## src/rtl/dice_race_move_fsm.sv

```systemverilog
// Turn/move controller for the dice race game: arms on a roll request, waits for the colour result, animates the token steps, then detects the winner or rotates the turn.
// Optional macro DICE_RACE_EXACT_FINISH_EN: an overshoot bounces back from the goal, so a win needs an exact landing.
module dice_race_move_fsm #(
    parameter int NUM_PLAYERS  = 2,
    parameter int TRACK_LEN    = 16,
    parameter int STEP_TICKS   = 25000000,
    parameter int WAIT_TIMEOUT = 100000000
) (
    input  logic                                          clk,
    input  logic                                          reset_n,
    input  logic                                          new_game,
    input  logic                                          roll_req,
    input  logic                                          result_ready,
    input  logic [1:0]                                    movement_steps,
    output logic [NUM_PLAYERS*$clog2(TRACK_LEN+1)-1:0]    player_pos,
    output logic [1:0]                                    cur_player,
    output logic                                          busy,
    output logic                                          step_pulse,
    output logic                                          roll_timeout,
    output logic                                          winner_valid,
    output logic [1:0]                                    winner_id
);

    localparam int POS_W  = $clog2(TRACK_LEN + 1);
    localparam int TICK_W = (STEP_TICKS > 1) ? $clog2(STEP_TICKS) : 1;
    localparam int TO_W   = (WAIT_TIMEOUT > 1) ? $clog2(WAIT_TIMEOUT) : 1;

    localparam logic [POS_W-1:0]  GOAL        = POS_W'(TRACK_LEN);
    localparam logic [TICK_W-1:0] TICK_LAST   = TICK_W'(STEP_TICKS - 1);
    localparam logic [TO_W-1:0]   TO_LAST     = TO_W'(WAIT_TIMEOUT - 1);
    localparam logic [1:0]        LAST_PLAYER = 2'(NUM_PLAYERS - 1);

    localparam logic [2:0] S_IDLE        = 3'd0;
    localparam logic [2:0] S_WAIT_RESULT = 3'd1;
    localparam logic [2:0] S_MOVE        = 3'd2;
    localparam logic [2:0] S_CHECK       = 3'd3;
    localparam logic [2:0] S_WIN         = 3'd4;

    logic [2:0]                     state;
    logic [NUM_PLAYERS*POS_W-1:0]   pos_q;
    logic [1:0]                     player_q;
    logic [1:0]                     winner_q;
    logic [1:0]                     rem_q;
    logic [TICK_W-1:0]              tick_cnt;
    logic [TO_W-1:0]                to_cnt;
    logic                           step_q;
    logic                           timeout_q;
    logic [POS_W-1:0]               cur_pos;
    logic [POS_W-1:0]               step_pos;
`ifdef DICE_RACE_EXACT_FINISH_EN
    logic                           bounce_q;
`endif

    // Active player's square and where one animated step takes it.
    always_comb begin
        // NOTE: every combinational output gets a default first so no path leaves it unassigned (no latch).
        cur_pos = '0;
        for (int k = 0; k < NUM_PLAYERS; k++) begin
            if (player_q == 2'(k)) begin
                cur_pos = pos_q[k*POS_W +: POS_W];
            end
        end
        step_pos = cur_pos;
`ifdef DICE_RACE_EXACT_FINISH_EN
        if (bounce_q || cur_pos == GOAL) begin
            if (cur_pos != '0) begin
                step_pos = cur_pos - POS_W'(1);
            end
        end else begin
            step_pos = cur_pos + POS_W'(1);
        end
`else
        if (cur_pos != GOAL) begin
            step_pos = cur_pos + POS_W'(1);
        end
`endif
    end

    // NOTE: all state updates use non-blocking assignments so every register samples pre-edge values.
    always_ff @(posedge clk or negedge reset_n) begin
        if (!reset_n) begin
            state     <= S_IDLE;
            pos_q     <= '0;
            player_q  <= '0;
            winner_q  <= '0;
            rem_q     <= '0;
            tick_cnt  <= '0;
            to_cnt    <= '0;
            step_q    <= 1'b0;
            timeout_q <= 1'b0;
`ifdef DICE_RACE_EXACT_FINISH_EN
            bounce_q  <= 1'b0;
`endif
        end else begin
            step_q    <= 1'b0;
            timeout_q <= 1'b0;
            if (new_game) begin
                state    <= S_IDLE;
                pos_q    <= '0;
                player_q <= '0;
                winner_q <= '0;
                rem_q    <= '0;
                tick_cnt <= '0;
                to_cnt   <= '0;
`ifdef DICE_RACE_EXACT_FINISH_EN
                bounce_q <= 1'b0;
`endif
            end else begin
                case (state)
                    S_IDLE: begin
                        if (roll_req) begin
                            to_cnt <= '0;
                            state  <= S_WAIT_RESULT;
                        end
                    end
                    S_WAIT_RESULT: begin
                        // A valid result beats a timeout landing in the same cycle.
                        if (result_ready && movement_steps != 2'd0) begin
                            rem_q    <= movement_steps;
                            tick_cnt <= '0;
`ifdef DICE_RACE_EXACT_FINISH_EN
                            bounce_q <= 1'b0;
`endif
                            state    <= S_MOVE;
                        end else if (to_cnt == TO_LAST) begin
                            timeout_q <= 1'b1;
                            state     <= S_IDLE;
                        end else begin
                            to_cnt <= to_cnt + TO_W'(1);
                        end
                    end
                    S_MOVE: begin
                        if (tick_cnt == TICK_LAST) begin
                            tick_cnt <= '0;
                            step_q   <= 1'b1;
                            rem_q    <= rem_q - 2'd1;
                            for (int k = 0; k < NUM_PLAYERS; k++) begin
                                if (player_q == 2'(k)) begin
                                    pos_q[k*POS_W +: POS_W] <= step_pos;
                                end
                            end
`ifdef DICE_RACE_EXACT_FINISH_EN
                            if (cur_pos == GOAL) begin
                                bounce_q <= 1'b1;
                            end
`endif
                            if (rem_q == 2'd1) begin
                                state <= S_CHECK;
                            end
                        end else begin
                            tick_cnt <= tick_cnt + TICK_W'(1);
                        end
                    end
                    S_CHECK: begin
                        if (cur_pos == GOAL) begin
                            winner_q <= player_q;
                            state    <= S_WIN;
                        end else begin
                            player_q <= (player_q == LAST_PLAYER) ? 2'd0 : player_q + 2'd1;
                            state    <= S_IDLE;
                        end
                    end
                    S_WIN: begin
                        state <= S_WIN;
                    end
                    default: begin
                        state <= S_IDLE;
                    end
                endcase
            end
        end
    end

    assign player_pos   = pos_q;
    assign cur_player   = player_q;
    assign busy         = (state == S_WAIT_RESULT) || (state == S_MOVE);
    assign step_pulse   = step_q;
    assign roll_timeout = timeout_q;
    assign winner_valid = (state == S_WIN);
    assign winner_id    = winner_q;

endmodule

```

## config.mk

```make
export PLATFORM = sky130hd
export DESIGN_NAME = dice_race_move_fsm
export DESIGN_NICKNAME = d
export VERILOG_FILES = /design/src/rtl/dice_race_move_fsm.sv
export SDC_FILE = /design/constraint.sdc
export NUM_CORES = 1
export LEC_CHECK = 0
export ABC_AREA = 1
export BUFFER_PORTS_ARGS = -buffer_cell sky130_fd_sc_hd__buf_2
export CAP_MARGIN = 40
export CORE_MARGIN = 5
export CORE_UTILIZATION = 55
export CTS_BUF_LIST = sky130_fd_sc_hd__clkbuf_16
export DETAILED_ROUTE_END_ITERATION = 6
export PLACE_DENSITY = 0.78
export SYNTH_ARGS = -nofsm -noshare
export SYNTH_HDL_FRONTEND = slang
export SYNTH_SLANG_ARGS = --single-unit
```

## constraint.sdc

```tcl
create_clock -name clk -period 2.3 [get_ports clk]
set_input_delay 0.575 -clock clk [delete_from_list [all_inputs] [get_ports clk]]
set_output_delay 0.575 -clock clk [all_outputs]
set_load 0.01 [all_outputs]
```

**Word-level counts from Yosys, hierarchy flattened**

Index checks and enable logic that the tools add are counted.

- Register bits after elaboration: 73
- Latch bits: 0
- Bits in writable memories: 0
- Bits in read-only memories: 0
- Input port bits: 7
- Output and inout bits: 18
- Word-level logic and storage cells: 97
- Memories kept: 0

- Add/sub/neg operators: 5
- $mul: 0
- Divide/modulo/power cells: 0
- Magnitude comparators: 0
- Eq/ne operators: 18
- Shifts and indexed selects: 0
- Multiplexer cells: 43
- Bitwise operators: 0
- Reductions and logical operators: 21

Operator list:

| kind | number |
|---|---|
| $mux W27 | 4 |
| $mux W25 | 3 |
| $pmux W27 S2 | 1 |
| $pmux W25 S2 | 1 |
| $mux W10 | 3 |
| $add A27 B1 Y27 const B | 1 |
| $eq A27 B27 Y1 const B | 1 |
| $add A25 B1 Y25 const B | 1 |
| $eq A25 B25 Y1 const B | 1 |
| $mux W5 | 5 |
| $mux W3 | 7 |
| $mux W2 | 10 |
| $ne A3 B3 Y1 const B | 6 |
| $pmux W3 S5 | 1 |
| $reduce_bool A2 Y1 | 7 |
| $reduce_and A3 Y1 | 3 |
| $reduce_and A4 Y1 | 2 |
| $mux W1 | 7 |
| $eq A3 B2 Y1 const B | 2 |
| $reduce_and A2 Y1 | 3 |
| $reduce_bool A3 Y1 | 2 |
| $add A5 B1 Y5 const B | 1 |
| $eq A5 B5 Y1 const B | 1 |
| $ne A5 B5 Y1 const B | 1 |
| 12 further kinds | 13 |

**Logic depth before layout (Yosys ltp)**

Gate-level depths: netlist of the first run.

- Depth in word-level cells: 9
- Mapped depth: 12
- Depth with buffers taken out: 11

**Least setup slack after synthesis of the first run**

Ideal clock, no wire load.

- Path kind: reg2reg
- Start: register player_q[0], in the netlist cur_player[0]
- End: register pos_q[0], in the netlist player_pos[0]
- Setup time: 66 ps
- Arrival: 1773 ps
- Required time: 2234 ps
- Setup slack: 461 ps
- Cell stages (with the launch flop): 12
- Path buffers: 0
- Clock period less this slack: 1839 ps
- Cells stage by stage: dfrtp_1 nor2_2 inv_1 o22ai_1 inv_1 ha_1 a21boi_1 nand2_1 nand2_1 o21ai_1 nand2_1 nand2_1

- Word-level cells in the longest chain between the ends: 9
- Elaborated cells on any way between the ends: 13
- Classes of those cells: 1 x add/sub; 2 x eq/ne; 7 x mux; 3 x reduce/logical

RTL lines:

| what | line | source |
|---|---|---|
| from (decl) | 41 | `logic [1:0] player_q;` |
| from (signal assigned) | 159 | `player_q <= (player_q == LAST_PLAYER) ? 2'd0 : player_q + 2'd1;` |
| $logic_not A2 Y1 | 59, 138 |  |
| $mux W5 (2 in a row) | 59 | `if (player_q == 2'(k)) begin` |
| $add A5 B1 Y5 / $ne A5 B5 Y1 (equally long branches) | 74, 73 |  |
| $mux W5 | 73 | `if (cur_pos != GOAL) begin` |
| $mux W5 | 138 | `if (player_q == 2'(k)) begin` |
| $mux W10 | 133 | `if (tick_cnt == TICK_LAST) begin` |
| $mux W10 | 109 | `case (state)` |
| $mux W10 | 97 | `if (new_game) begin` |
| to (signal, indexed assignment) | 139 | `pos_q[k*POS_W +: POS_W] <= step_pos;` |
| to (decl) | 40 | `logic [NUM_PLAYERS*POS_W-1:0] pos_q;` |

Parallel ways exist; a longest one is shown, timed or not. The select of a mux whose other input is x is not followed.
A chain may end at the register's enable or synchronous reset.

**Final worst setup path of the first run**

- Start: register player_q[0], in the netlist cur_player[0]
- End: register pos_q[5], in the netlist player_pos[5]

- Word-level cells in the longest chain between the ends: 9
- Elaborated cells on any way between the ends: 13
- Classes of those cells: 1 x add/sub; 2 x eq/ne; 7 x mux; 3 x reduce/logical

RTL lines:

| what | line |
|---|---|
| $logic_not A2 Y1 | 59 |
| $mux W5 (2 in a row) | 59 |
| $add A5 B1 Y5 / $ne A5 B5 Y1 (equally long branches) | 74, 73 |
| $mux W5 | 73 |
| $mux W5 | 138 |
| $mux W10 | 133 |
| $mux W10 | 109 |
| $mux W10 | 97 |

Parallel ways exist; a longest one is shown, timed or not. The select of a mux whose other input is x is not followed.

==> results of run 1 <==
==> logic make-up after synthesis <==
kind of cell / after synthesis / share of synthesized area
xor gates and xnor gates: 9 / 0.0163
buffers and inverters: 100 / 0.0894
DFF: 73 / 0.377
adders and majority gates: 5 / 0.0129
and+or+nand+nor: 444 / 0.405
AOI/OAI and AO/OA: 76 / 0.0995
==> registers in the layout, summed over array words and instances (netlist names) <==
| name | count |
|---|---|
| cur_player | 2 |
| player_pos | 10 |
| rem_q | 2 |
| roll_timeout | 1 |
| state | 3 |
| step_pulse | 1 |
| tick_cnt | 25 |
| to_cnt | 27 |
| winner_id | 2 |
==> timing repair <==
item                       4_1_cts  5_1_grt
resized for setup                0        1
buffers inserted                 0        0
setup endpoints to repair        0        3
==> cell usage after synthesis, types with 2 or more instances <==
library cell  number  area share
a21oi_1           11       0.011
nor3_1            22       0.023
dfrtp_1           73        0.38
nand3_1           66       0.068
inv_1             79       0.061
o21ai_0           21       0.022
buf_2              7      0.0072
ha_1               5       0.013
nor2_1           100       0.078
or2_2              5      0.0065
nand4_1           18       0.023
buf_6              6       0.014
o21ai_1           13       0.013
nor2_4             3      0.0070
nand3_2            4      0.0083
nand2_2            4      0.0052
o211ai_1           3      0.0047
xor2_1             8       0.014
inv_2              5      0.0039
o21bai_1           3      0.0047
nor2_2             8       0.010
nand3_4            2      0.0072
o21ai_2           21       0.038
nand2_1          208        0.16
==> final timing paths <==
path | start | end | slack (ps) | cells after the start
min in group clk | rem_q[1] | rem_q[1] | 510 | 2
setup / recovery | cur_player[0] | player_pos[5] | 230 | 11
hold / removal | reset_n | to_cnt[9] | 220 | 1
hold reg to reg | rem_q[1] | rem_q[1] | 510 | 2
setup reg to reg | cur_player[0] | player_pos[5] | 230 | 11
max in group asynchronous | reset_n | tick_cnt[2] | 1510 | 2
==> power by group through the flow <==
| stage | combinational [W] | clock [W] | sequential [W] |
|---|---|---|---|
| finish | 0.000431 | 0.00150 | 0.00135 |
| global route | 0.000475 | 0.00160 | 0.00135 |
| CTS | 0.000433 | 0.00153 | 0.00134 |
| detailed placement | 0.000431 | 0 | 0.00137 |
| global placement | 0.000419 | 0 | 0.00137 |
| floorplan | 0.000343 | 0 | 0.00137 |
==> critical path: cells and delay by family (launching register included) <==
family                     cells  cell delay, ps
buffers and inverters          2             180
adders and majority gates      1             200
and+or+nand+nor                5             660
DFF                            1             460
AOI/OAI and AO/OA              3             530
==> metal layers <==
metal | GRT usage | routed length (um) | vias up
met3 | 0.0236 | 548 | 21
li1 | - | - | 2327
met4 | 0.0916 | 223 | 0
met5 | 0 | 0 | -
met1 | 0.292 | 5300 | 2112
met2 | 0.362 | 5700 | 168
==> layout make-up <==
cell class / instances / area [sq um]
Clock buffer: 9 / 225
Clock inverter: 7 / 93.8
Fill cell: 777 / 3260
Inverter: 85 / 319
Multi-Input combinational cell: 534 / 2590
Sequential cell: 73 / 1830
Tap cell: 108 / 135
Timing Repair Buffer: 29 / 185
==> through the flow <==
step | total power (W) | worst slack (ps) | hold slack (ps)
after floorplan | 0.00171 | 461 | 279
after global placement | 0.00179 | 273 | 468
after detailed placement | 0.00180 | 159 | 491
after CTS | 0.00330 | 127 | 253
after global routing | 0.00343 | 99.8 | 277
final | 0.00328 | 228 | 225
==> impl_metrics.yaml, run 1 <==
run_status:
  status: "finished, final reports clean"
final_layout:
  nets: 744
  mostFrequentLayoutCell: "nand2_1"
  syn_to_final_growth_pct: 11.0
  final_util: 0.622
  num_antenna_cells: 0
  final_cells: 845
  final_area_sq_um: 5370
  drive_gt1_frac: 0.136
  final_cell_mix: "nand2_1 (208), nor2_1 (100), inv_1 (79), dfrtp_1 (73), nand3_1 (66)"
global_route:
  antenna_found_initial: 0
  grt_pass1_vias: 4310
  grt_overflow_total: 0
  grt_max_degree: 55
  grt_pass1_wl_mm: 20.0
  grt_usage: 0.219
clock_tree:
  cts_tree: "yes"
  clk_path_buf_depth: 2
  cts_root_buf: "clkbuf_16"
  cts.sinks: 73
  cts-hold-fix-buffers: 0
  clk_latency_ps: 330
  cts_buffers: 9
  cts.reportedPaths.clkPinSlew_ps: 60
  cts_max_level: 3
timing:
  finalSetupTns_ps: 0
  max_freq_mhz: 483
  hold_violations: 0
  slew_viol_final: 0
  rsz0062_at_grt: "false"
  finalCritPeriodShare: 0.901
  setup_viol: 0
  slew_headroom: 0.618
  worst_slew_pin_slew_ps: 574
  fin_skew_ps: 8.80
  fin_crit_ps: 2070
power_and_ir_drop:
  p_int_w: 0.00238
  power_leakage_nw: 2.40
  power.density_nw_per_um2: 610
  power_frac_seq: 0.410
  clockPowerShare: 0.459
  irDropWorstVdd_v: 0.000383
  p_comb_frac: 0.131
  switching_share: 0.275
  switchingPower_w: 0.000902
yosys:
  ys_ff_latch: 73
  ys.flop_type: "dfrtp_1"
  netlist_instances: 707
  synth-edff-count: 0
  synth-seq-area-share: 0.377
  synthDistinctLibCells: 36
  syn-cell-area_sq_um: 4840
  postSynthAreaPerCell_sq_um: 6.85
  async_flop_share: 1.00
  syn_nets: 719
  ys_warn_count: 0
floorplanning:
  core_area_sq_um: 8640
  die_w_um: 104
  start_util: 0.561
  rows: 34
  die_area_sq_um: 10800
  ios: 25
  die_h_um: 104
setup_path:
  crit_fanout: 8
  crit_path_start_kind: "flop"
  crit_top_cell: "nand2_1"
  critPathMaxStageDelay_ps: 460
  path_class: "flop to flop"
  arrival_ps: 2340
  crit_slowest_cell: "dfrtp_1"
  path_cells: "nor2_2, inv_1, o22ai_2, inv_1, ha_1, a21boi_1, nand2_1, nand2_1, o21ai_1, nand2_1, nand2_1"
  crit_required_ps: 2560
  end_kind: "flop"
routing:
  firstDrtPassIters: 5
  wirelength_mm: 11.8
  vias: 4628
  postRouteAntennaNets: 0
  drc_errors: 0
  drt_iter0_drc: 318
  via_per_inst: 5.48
  wl_per_cell_um: 13.9
placement:
  placed_area_sq_um: 5050
  place_congestion: 0.930
  port_buffers: 24
  dp.final_hpwl_mm: 8.56
  dp_cells: 829
min_path:
  hold_class: "input port to asynchronous set/reset pin"
run:
  cap_violations: 0
(Power assumes the default switching activity.)
==> run 2: changes to the inputs <==
ABC_AREA = unset   (was 1)
==> impl_metrics.yaml, run 2 <==
run_status:
  status: "finished, final reports clean"
timing:
  holdWs_ps: 179
  worst_slew_pin_slew_ps: 585
  slew_viol_final: 0
  fin_skew_ps: 7.54
  setup_viol: 0
  finalCritPeriodShare: 0.933
  max_freq_mhz: 466
  fin_crit_ps: 2150
  slew_headroom: 0.610
  finalSetupTns_ps: 0
  hold_violations: 0
run:
  cap_violations: 0
yosys:
  synth_top_cells_by_count: "dfrtp_1 (73), nor2_1 (54), o21ai_0 (44)"
  synth-seq-area-share: 0.438
  ys_ff_latch: 73
  synth-edff-count: 0
  syn_nets: 474
  ys_warn_count: 0
  synthDistinctLibCells: 53
  syn-cell-area_sq_um: 4180
  yosysMostFrequentCell: "dfrtp_1"
  postSynthAreaPerCell_sq_um: 9.04
  yosysTopAreaCell: "dfrtp_1"
  netlist.area_leader.share: 0.438
  netlist_instances: 462
  ys.flop_type: "dfrtp_1"
  synth_area_leaders: "dfrtp_1 (44%), o21ai_0 (5.3%), nor2_1 (4.9%)"
  async_flop_share: 1.00
final_layout:
  final_util: 0.664
  final_cells: 607
  nets: 517
  drive_gt1_frac: 0.159
  largest_reg_flops: 27
  largest-register: "to_cnt"
  fillCellCount: 588
  syn_to_final_growth_pct: 16.7
  num_antenna_cells: 0
  final_cell_mix: "dfrtp_1 (72), nor2_1 (54), o21ai_0 (44), nand2_1 (35), buf_4 (31)"
  mostFrequentLayoutCell: "dfrtp_1"
placement:
  port_buffers: 24
  dp_cells: 593
  place_congestion: 0.855
  dp.final_hpwl_mm: 6.62
setup_path:
  crit_required_ps: 2510
  end_kind: "flop"
  path_cells: "ha_1, nand3_1, or2_2, or4_1, buf_4, mux2i_1, nor2_1"
  cpLargestDelayFamily: "simple AND/OR/NAND/NOR gates"
  crit_path_start_kind: "flop"
  crit_slowest_cell: "or4_1"
  critPathMaxStageDelay_ps: 560
  arrival_ps: 2360
  path_class: "flop to flop"
  path_buf_inv: 1
  crit_fanout: 5
global_route:
  antenna_found_initial: 0
  grt_pass1_wl_mm: 16.4
  grt_pass1_vias: 3574
  grt_overflow_total: 0
  grt_max_degree: 44
  grt_usage: 0.206
clock_tree:
  cts_max_level: 3
  cts_tree: "yes"
  cts.reportedPaths.clkPinSlew_ps: 60
  cts_root_buf: "clkbuf_16"
  cts-hold-fix-buffers: 0
  clk_path_buf_depth: 2
  clk_latency_ps: 330
  cts_buffers: 9
  cts.sinks: 73
routing:
  postRouteAntennaNets: 0
  wl_per_cell_um: 15.6
  vias: 3703
  firstDrtPassIters: 5
  via_per_inst: 6.10
  wirelength_mm: 9.46
  drc_errors: 0
  drt_iter0_drc: 230
floorplanning:
  die_area_sq_um: 9430
  rows: 31
  die_h_um: 97.1
  start_util: 0.570
  die_w_um: 97.1
  ios: 25
  core_area_sq_um: 7330
power_and_ir_drop:
  power.density_nw_per_um2: 552
  power_leakage_nw: 2.05
  power_w: 0.00269
  irDropWorstVdd_v: 0.000457
min_path:
  hold_class: "input port to asynchronous set/reset pin"
run 2: per-stage QoR:
step	instance area, sq um	setup slack, ps
detailed placement	4600	65.9
global placement	4600	133
CTS	4840	90.8
floorplan	4180	108
global route	4870	-12.2
finish	4870	154
run 2: kinds of logic after synthesis:
group,Yosys count,synth area share
XOR/XNOR,23,0.0482
flip-flops,73,0.438
adder cells (fa/ha/maj),5,0.0150
AO/OA/AOI/OAI,104,0.158
buffers and inverters,33,0.0339
multiplexers,15,0.0360
AND/OR/NAND/NOR,209,0.271
run 2: final timing paths:
| path | start | endpoint | slack [ps] | cells past startpoint |
|---|---|---|---|---|
| worst min register to register | to_cnt[22] | to_cnt[22] | 500 | 1 |
| worst max-delay path | tick_cnt[0] | player_pos[1] | 150 | 7 |
| worst min-delay path | reset_n | tick_cnt[17] | 180 | 1 |
| max in group asynchronous | reset_n | cur_player[0] | 1540 | 2 |
| worst max register to register | tick_cnt[0] | player_pos[1] | 150 | 7 |
| min in group clk | to_cnt[22] | to_cnt[22] | 500 | 1 |
run 2: power breakdown:
| part | internal, W | switching [W] | leakage [nW] |
|---|---|---|---|
| sequential | 0.00130 | 0.0000106 | 1.01 |
| combinational | 0.0000732 | 0.000136 | 0.908 |
| clock | 0.000697 | 0.000473 | 0.130 |
| total | 0.00207 | 0.000620 | 2.05 |
run 2: layout make-up:
cell class,count,area [sq um],area share
multi-input combinational,356,2240,0.459
inverter,8,30.0,0.00616
tap,99,124,0.0254
timing repair buffer,57,408,0.0837
clock buffer,9,225,0.0462
clock inverter,5,18.8,0.00385
sequential,73,1830,0.375
run 2: repair_timing:
action                     CTS  global route
setup endpoints to repair    0            36
setup buffers                0             0
resized for setup            0             6
run 2: metal layers:
| metal | global-route usage | vias up | part of all wire |
|---|---|---|---|
| met3 | 0.0445 | 12 | 0.040 |
| met1 | 0.262 | 1822 | 0.44 |
| li1 | - | 1787 | - |
| met2 | 0.341 | 82 | 0.50 |
| met5 | 0 | - | 0 |
| met4 | 0.0810 | 0 | 0.016 |
==> run 3: changes to the inputs <==
BUFFER_PORTS_ARGS = -buffer_cell sky130_fd_sc_hd__buf_4   (was -buffer_cell sky130_fd_sc_hd__buf_2)
==> impl_metrics.yaml, run 3 (same netlist as run 2, synthesis figures left out) <==
timing:
  worst_slew_pin_slew_ps: 609
  fin_skew_ps: 7.28
  slew_headroom: 0.591
  finalSetupTns_ps: 0
  max_freq_mhz: 463
  setup_viol: 0
  rsz0062_at_grt: "false"
  slew_viol_final: 0
  finalCritPeriodShare: 0.939
  hold_violations: 0
  fin_crit_ps: 2160
power_and_ir_drop:
  power.density_nw_per_um2: 596
  power_leakage_nw: 2.06
  irDropWorstVdd_v: 0.000426
  power_w: 0.00295
min_path:
  hold_class: "input port to asynchronous set/reset pin"
setup_path:
  rr_startpoint: "state[0]"
  crit_required_ps: 2510
  worstReg2RegEnd: "player_pos[1]"
  arrival_ps: 2370
  crit_path_start_kind: "flop"
  reg2reg_depth: 6
  path_class: "flop to flop"
  end_kind: "flop"
  rrSetupSlack_ps: 140
  crit_fanout: 5
routing:
  wirelength_mm: 9.81
  wl_per_cell_um: 16.2
  vias: 3757
  via_per_inst: 6.19
  firstDrtPassIters: 6
  postRouteAntennaNets: 0
  drt_iter0_drc: 193
  drc_errors: 0
clock_tree:
  cts_max_level: 3
  cts-hold-fix-buffers: 0
  cts_tree: "yes"
  cts.reportedPaths.clkPinSlew_ps: 60
  clk_latency_ps: 330
  cts_root_buf: "clkbuf_16"
  cts.sinks: 73
  clk_path_buf_depth: 2
  cts_buffers: 9
floorplanning:
  start_util: 0.570
  core_area_sq_um: 7330
  die_h_um: 97.1
  ios: 25
  die_area_sq_um: 9430
  rows: 31
  die_w_um: 97.1
run_status:
  status: "finished, final reports clean"
global_route:
  grt_overflow_total: 0
  grt_usage: 0.214
  grt_pass1_wl_mm: 17.1
  grt_pass1_vias: 3639
  antenna_found_initial: 0
  grt_max_degree: 42
final_layout:
  syn_to_final_growth_pct: 18.4
  largest_reg_flops: 27
  num_antenna_cells: 0
  drive_gt1_frac: 0.154
  nets: 515
  final_cell_mix: "dfrtp_1 (72), nor2_1 (54), buf_4 (53), o21ai_0 (44), nand2_1 (35)"
  largest-register: "to_cnt"
  fillCellCount: 548
  mostFrequentLayoutCell: "dfrtp_1"
placement:
  place_congestion: 0.860
  port_buffers: 24
  dp.final_hpwl_mm: 6.71
run:
  cap_violations: 0
## run 3: how the worst max path moves through the flow
stage,cells past startpoint,startpoint,to,slack [ps]
after global placement,7,tick_cnt[0],player_pos[3],180
final,6,state[0],player_pos[1],140
after CTS,7,tick_cnt[0],player_pos[1],90
after floorplan,10,cur_player[0],winner_id[0],110
after global routing,7,to_cnt[0],to_cnt[26],30
after detailed placement,6,new_game,to_cnt[25],130
## run 3: through the flow
step           hold slack (ps)   util  instance area [sq um]  cells  worst slack [ps]
2_1_floorplan              279      -                   4180    462               108
3_3_place_gp               470  0.631                   4630    591               180
3_5_place_dp               480  0.631                   4630    591               134
4_1_cts                    192  0.672                   4930    607              94.2
5_1_grt                    211  0.674                   4940    607              30.8
6_report                   181  0.674                   4940    607               140
## run 3: cell type report
cell class                 instances  area (sq um)  share of cell area
clock buffer                       9           225              0.0456
clock inverter                     7          78.8              0.0159
inverter                           8          30.0             0.00607
multi-input combinational        356          2220               0.449
sequential                        73          1830               0.370
tap                               99           124              0.0251
timing repair buffer              55           438              0.0886
## run 3: critical path: stages (launching register included)
cell and delay (ps):
dfrtp_1 370, or3b_1 430, or3_1 320, or4_1 450, buf_4 200, mux2i_2 200
nor2_1 70
## run 3: layer usage
metal / track usage / routed length, um / up-vias
li1: - / - / 1784
met1: 0.277 / 4330 / 1853
met2: 0.344 / 4850 / 104
met3: 0.0553 / 461 / 16
met4: 0.0832 / 169 / 0
met5: 0 / 0 / -
## run 3: power breakdown
part,switching (W),total [W],internal (W)
clock,0.000498,0.00143,0.000929
combinational,0.000137,0.000215,0.0000779
sequential,0.00000978,0.00131,0.00130
total,0.000645,0.00295,0.00230
## run 3: timing repair
action                                  in CTS  in global routing
setup buffers                                0                  0
gates resized for setup                      0                  4
endpoints found under the setup margin       0                  4
